[config.mk]
export PLATFORM = sky130hd
export DESIGN_NAME = seq_detect_ctrl
export DESIGN_NICKNAME = d
export VERILOG_FILES = /design/src/rtl/seq_detect_ctrl.sv
export SDC_FILE = /design/constraint.sdc
export NUM_CORES = 1
export LEC_CHECK = 0
export CAP_MARGIN = 20
export CORE_UTILIZATION = 45
export DETAILED_ROUTE_END_ITERATION = 8
export PLACE_DENSITY = 0.66
export SETUP_SLACK_MARGIN = 0.4
export SLEW_MARGIN = 20
export SYNTH_ARGS = -nofsm -noshare
export SYNTH_HDL_FRONTEND = slang
export SYNTH_SLANG_ARGS = --single-unit
[constraint.sdc]
create_clock -name clock -period 4.85 [get_ports clock]
set_input_delay 0.97 -clock clock [delete_from_list [all_inputs] [get_ports clock]]
set_output_delay 0.97 -clock clock [all_outputs]
set_load 0.05 [all_outputs]
[src/rtl/seq_detect_ctrl.sv]
`default_nettype none
// ============================================================================
//  Module   : seq_detect_ctrl
//  Purpose  : Frame controller that serialises a valid/ready word stream
//             MSB-first into an overlapping Moore pattern detector, counts
//             matches per frame (saturating) and flags a sticky threshold hit.
//  Revision : 1.0 - initial release
// ============================================================================
module seq_detect_ctrl #(
  parameter int WORD_W = 8,
  parameter int PAT_W  = 4,
  parameter int CNT_W  = 8
) (
  input  logic              clock,
  input  logic              reset,
  input  logic [PAT_W-1:0]  cfg_pattern,
  input  logic [CNT_W-1:0]  cfg_threshold,
  input  logic              start,
  input  logic              stop,
  input  logic              in_valid,
  input  logic [WORD_W-1:0] in_data,
  input  logic              in_last,
  output logic              in_ready,
  output logic              busy,
  output logic              detect_pulse,
  output logic [CNT_W-1:0]  match_count,
  output logic              thresh_hit,
  output logic              done
);

  localparam int c_idx_w  = (WORD_W > 1) ? $clog2(WORD_W) : 1;
  localparam int c_fill_w = $clog2(PAT_W + 1);

  localparam logic [2:0] c_st_idle  = 3'd0;
  localparam logic [2:0] c_st_arm   = 3'd1;
  localparam logic [2:0] c_st_wait  = 3'd2;
  localparam logic [2:0] c_st_shift = 3'd3;
  localparam logic [2:0] c_st_done  = 3'd4;

  logic [2:0]          state_q, state_d;
  logic [PAT_W-1:0]    pat_q, pat_d;
  logic [CNT_W-1:0]    thr_q, thr_d;
  logic [WORD_W-1:0]   word_q, word_d;
  logic                last_q, last_d;
  logic [c_idx_w-1:0]  idx_q, idx_d;
  logic [PAT_W-1:0]    hist_q, hist_d;
  logic [c_fill_w-1:0] fill_q, fill_d;
  logic                det_q, det_d;
  logic [CNT_W-1:0]    cnt_q, cnt_d;
  logic                hit_q, hit_d;

  logic [PAT_W-1:0]    w_hist_new;
  logic [c_fill_w-1:0] w_fill_new;
  logic                w_match;
  logic [CNT_W-1:0]    w_cnt_inc;

  // Next history/fill/count values for the bit shifted on this edge
  always_comb begin
    w_hist_new = {hist_q[PAT_W-2:0], word_q[idx_q]};
    w_fill_new = (fill_q == c_fill_w'(PAT_W)) ? fill_q : fill_q + c_fill_w'(1);
    w_match    = (w_fill_new == c_fill_w'(PAT_W)) && (w_hist_new == pat_q);
    w_cnt_inc  = (cnt_q == {CNT_W{1'b1}}) ? cnt_q : cnt_q + CNT_W'(1);
  end

  // Frame sequencing, serialisation and match accounting
  always_comb begin
    state_d = state_q;
    pat_d   = pat_q;
    thr_d   = thr_q;
    word_d  = word_q;
    last_d  = last_q;
    idx_d   = idx_q;
    hist_d  = hist_q;
    fill_d  = fill_q;
    det_d   = 1'b0;
    cnt_d   = cnt_q;
    hit_d   = hit_q;
    case (state_q)
      c_st_idle: begin
        if (start) begin
          state_d = c_st_arm;
          pat_d   = cfg_pattern;
          thr_d   = cfg_threshold;
          cnt_d   = '0;
          hit_d   = 1'b0;
          hist_d  = '0;
          fill_d  = '0;
        end
      end
      c_st_arm: begin
        state_d = stop ? c_st_idle : c_st_wait;
      end
      c_st_wait: begin
        // stop has priority: a word offered alongside it is dropped
        if (stop) begin
          state_d = c_st_idle;
        end else if (in_valid) begin
          word_d  = in_data;
          last_d  = in_last;
          idx_d   = c_idx_w'(WORD_W - 1);
          state_d = c_st_shift;
        end
      end
      c_st_shift: begin
        // The shift and match bookkeeping happen even on a stop edge
        hist_d = w_hist_new;
        fill_d = w_fill_new;
        idx_d  = idx_q - c_idx_w'(1);
        det_d  = w_match;
        if (w_match) begin
          cnt_d = w_cnt_inc;
          if ((thr_q != '0) && (w_cnt_inc >= thr_q)) begin
            hit_d = 1'b1;
          end
        end
        if (stop) begin
          state_d = c_st_idle;
        end else if (idx_q == '0) begin
          state_d = last_q ? c_st_done : c_st_wait;
        end
      end
      c_st_done: begin
        state_d = c_st_idle;
      end
      default: begin
        state_d = c_st_idle;
      end
    endcase
  end

  // State and datapath registers with asynchronous active-low clear
  always_ff @(posedge clock or negedge reset) begin
    if (!reset) begin
      state_q <= c_st_idle;
      pat_q   <= '0;
      thr_q   <= '0;
      word_q  <= '0;
      last_q  <= 1'b0;
      idx_q   <= '0;
      hist_q  <= '0;
      fill_q  <= '0;
      det_q   <= 1'b0;
      cnt_q   <= '0;
      hit_q   <= 1'b0;
    end else begin
      state_q <= state_d;
      pat_q   <= pat_d;
      thr_q   <= thr_d;
      word_q  <= word_d;
      last_q  <= last_d;
      idx_q   <= idx_d;
      hist_q  <= hist_d;
      fill_q  <= fill_d;
      det_q   <= det_d;
      cnt_q   <= cnt_d;
      hit_q   <= hit_d;
    end
  end

  // Outputs decoded from state or taken straight from registers
  always_comb begin
    in_ready     = (state_q == c_st_wait);
    busy         = (state_q != c_st_idle);
    done         = (state_q == c_st_done);
    detect_pulse = det_q;
    match_count  = cnt_q;
    thresh_hit   = hit_q;
  end

endmodule
`default_nettype wire

==> impl_metrics.tcl <==
set metrics [dict create \
    outcome "complete, no violations" \
    r2r.worst_path.cells 10 \
    all_layer_gr_usage_pct 17.0 \
    per_cell_routed_wire_length_um 12.7 \
    tritoncts.num_buffers 5 \
    core_area_mm2 0.00511 \
    gr-total-overflow 0 \
    postSynthNetCount 261 \
    fin_skew_ns 0.00219 \
    post_synth_inst_count 222 \
    placed_cell_area_mm2 0.00282 \
    firstDrtPassIters 4 \
    syn-mean-instance-area_um2 10.7 \
    crit_chain "ha_1, nand3_1, nor2_1, xor2_1, ha_1, nand2b_1, a2111oi_0, o21bai_1, a221o_1, a32o_1" \
    ys_seq_area_share_pct 45.2 \
    power.net_switching_mw 0.472 \
    grt_setup_unrepaired "no" \
    place_congestion 0.705 \
    pre_cts_slack_ns 1.73 \
    clkPwrFrac_pct 19.3 \
    floorplan.die.height_um 74.7 \
    detail_route.wirelength_um 4250 \
    netlist-cell-type-count 45 \
    ys_dominant_reg_cell "sky130_fd_sc_hd__dfrtp_1" \
    yosysWarnings 0 \
    final_layout_size_suffix_gt1_share_pct 16.2 \
    antennaDiodeCount 0 \
    path_max_fanout 6 \
    global_route_wire_length_before_repair_um 7080 \
    finalMaxSlewViolations 0 \
    ctsHtreeMaxLevel 2 \
    postCtsSetupBuffers 0 \
    min_delay_path_depth 1 \
    first_iter_violations 51 \
    area_growth_pct 24.3 \
    hold_class "flip-flop to flip-flop" \
    die_width_um 74.7 \
    total_leakage_power_nw 1.34 \
    top_layer "met4" \
    route.met3.wl_um 148 \
    cap_violations 0 \
    power.density_cell_area_mw_per_mm2 461 \
    drc 0 \
    clkSlewWorstSetupHoldPaths_ns 0.07 \
    clock_tree_from_tritoncts "yes" \
    pwr-share-seq_pct 43.7 \
    yosysTopAreaCellShare_pct 45.2 \
    routed-via-count 1715 \
    synth_area_mm2 0.00238 \
    vias_per_cell 5.12 \
    timing.critical_path.slowest_cell_delay_ns 0.46 \
    timing.critical_path.to_type "flip-flop" \
    period_share_pct 61.1 \
    hpwl_um 3080 \
    io_pins 39 \
    initial_core_util_pct 46.6 \
    skew_pair_late_insertion_delay_ns 0.29 \
    buffer_ports.inserted 38 \
    tritoncts_num_sinks 43 \
    synth_area_leaders "sky130_fd_sc_hd__dfrtp_1, sky130_fd_sc_hd__mux2_2, sky130_fd_sc_hd__ha_1, sky130_fd_sc_hd__nand2_1, sky130_fd_sc_hd__nand3_1" \
    slew_headroom_pct 51.6 \
    synth_commonest_cells "sky130_fd_sc_hd__dfrtp_1, sky130_fd_sc_hd__mux2_2, sky130_fd_sc_hd__nand2_1" \
    critPathLaunchType "flip-flop" \
    synth.most_common_cell "sky130_fd_sc_hd__dfrtp_1" \
    final_hold_violations 0 \
    antenna_found_initial 0 \
    p_total_mw 1.37 \
    setup_total_negative_slack_ns 0 \
    rows 26 \
    async_flop_share_pct 100 \
    synth_edf_count 0 \
    cts_repair_resize_count 0 \
    min_clock_period_post_route_ns 2.96 \
    wl_met2_um 1990 \
    tightestPinTransition_ns 0.724 \
    clockRootBuffer "sky130_fd_sc_hd__clkbuf_8" \
    finalWorstSetupSlack_ns 1.89 \
    critPathRequiredTime_ns 5.03 \
    swShare_pct 34.6 \
    p_comb_share_pct 37.0 \
    full_die_area_mm2 0.00558 \
    met1_wire_length_um 2050 \
    pin_count_of_the_biggest_net_entering_global_routing 44 \
    worst_ir_drop_vdd_mv 0.309 \
    clock_path_buffers 2 \
    cts_hold_repair.buffers 0 \
    final_instance_area_mm2 0.00296 \
    cp_common_cell "sky130_fd_sc_hd__ha_1" \
    clock.fmax_mhz 338 \
    post-synth-top-area-cell "sky130_fd_sc_hd__dfrtp_1" \
    setup.worst_path.class "flip-flop to flip-flop" \
    synth.ff_latch_count 43 \
    critPathSlowestCell "sky130_fd_sc_hd__dfrtp_1" \
    arrival_ns 3.14 \
    grt_pass1_vias 1600 \
    power_internal_mw 0.893 \
    hold_slack_ns 0.502 \
    final_net_count 304 \
    final_antenna_net_count 0 \
    finalSetupViolCount 0 \
]
## layout make-up
type / count / area (um2)
inverter: 15 / 56.3
clock inverter: 1 / 30.0
fill: 475 / 2150
sequential: 43 / 1080
clock buffer: 6 / 72.6
multi-input combinational: 160 / 1230
timing repair buffer: 40 / 407
tap: 70 / 87.6
## power groups by stage
stage / Clock, mW / Combinational (mW) / Sequential [mW]
final: 0.263 / 0.505 / 0.597
after global routing: 0.287 / 0.566 / 0.617
after CTS: 0.275 / 0.508 / 0.597
after detailed placement: 0 / 0.505 / 0.605
after global placement: 0 / 0.495 / 0.602
after floorplan: 0 / 0.422 / 0.561
## sequential cells by signal, summed over array words and instances (netlist names), 3 cells and up
signal and count:
idx_q 3, thr_q 8, pat_q 4, match_count 8, state_q 3, hist_q 3
fill_q 3, word_q 8
## placed cells by master (no fill, tap or decap), types with 3 or more instances in the layout
cell type	Yosys	layout
sky130_fd_sc_hd__nand3_1	13	13
sky130_fd_sc_hd__inv_1	15	15
sky130_fd_sc_hd__ha_1	13	13
sky130_fd_sc_hd__nor2_1	12	12
sky130_fd_sc_hd__nor3_1	4	4
sky130_fd_sc_hd__xor2_1	5	5
sky130_fd_sc_hd__nor4_1	3	3
sky130_fd_sc_hd__clkdlybuf4s50_1	0	37
sky130_fd_sc_hd__nand2b_1	5	5
sky130_fd_sc_hd__o21a_1	5	5
sky130_fd_sc_hd__and2_1	6	6
sky130_fd_sc_hd__mux2_2	28	28
sky130_fd_sc_hd__dfrtp_1	43	43
sky130_fd_sc_hd__mux2i_1	5	5
sky130_fd_sc_hd__a21oi_1	4	4
sky130_fd_sc_hd__o21ai_0	7	7
sky130_fd_sc_hd__clkbuf_8	0	5
sky130_fd_sc_hd__and3_1	3	3
sky130_fd_sc_hd__nand2_1	18	18
## logic make-up (layout without fill, tap and decap cells)
kind of cell / Yosys count / in the layout / synth area share [%]
buffers and inverters: 19 / 62 / 3.15
adder cells (fa/ha/maj): 13 / 13 / 6.84
AND/OR/NAND/NOR: 77 / 77 / 17.7
XOR/XNOR: 6 / 6 / 2.21
flip-flops: 43 / 43 / 45.2
multiplexers: 34 / 34 / 16.0
AO/OA/AOI/OAI: 30 / 30 / 8.89
## layer usage
layer | up-vias | track usage [%]
met5 | - | 0
met4 | 0 | 6.92
met2 | 33 | 26.5
li1 | 873 | -
met1 | 805 | 22.9
met3 | 4 | 3.88
## worst paths after layout
check                                     from              to  slack (ns)
worst max-delay path            match_count[0]      thresh_hit        1.89
min in group asynchronous                reset  match_count[6]        0.60
worst max register to register  match_count[0]      thresh_hit        1.89
max in group asynchronous                reset          last_q        3.77
worst min register to register      thresh_hit      thresh_hit        0.50
worst min-delay path                thresh_hit      thresh_hit        0.50
## per-stage QoR
step	std cells	util (%)
after detailed placement	326	55.3
after global placement	326	55.3
after CTS	333	57.3
after global routing	335	57.9
after floorplan	222	-
final	335	57.9
## worst max-delay path: cells and delay by family, from the launching register on
| family | cells | cell delay [ns] |
|---|---|---|
| xor+xnor | 1 | 0.21 |
| flops | 1 | 0.46 |
| simple gates | 3 | 0.61 |
| compound gates | 4 | 1.09 |
| fa+ha+maj | 2 | 0.50 |
No activity file was read; power rests on OpenSTA's default activity.
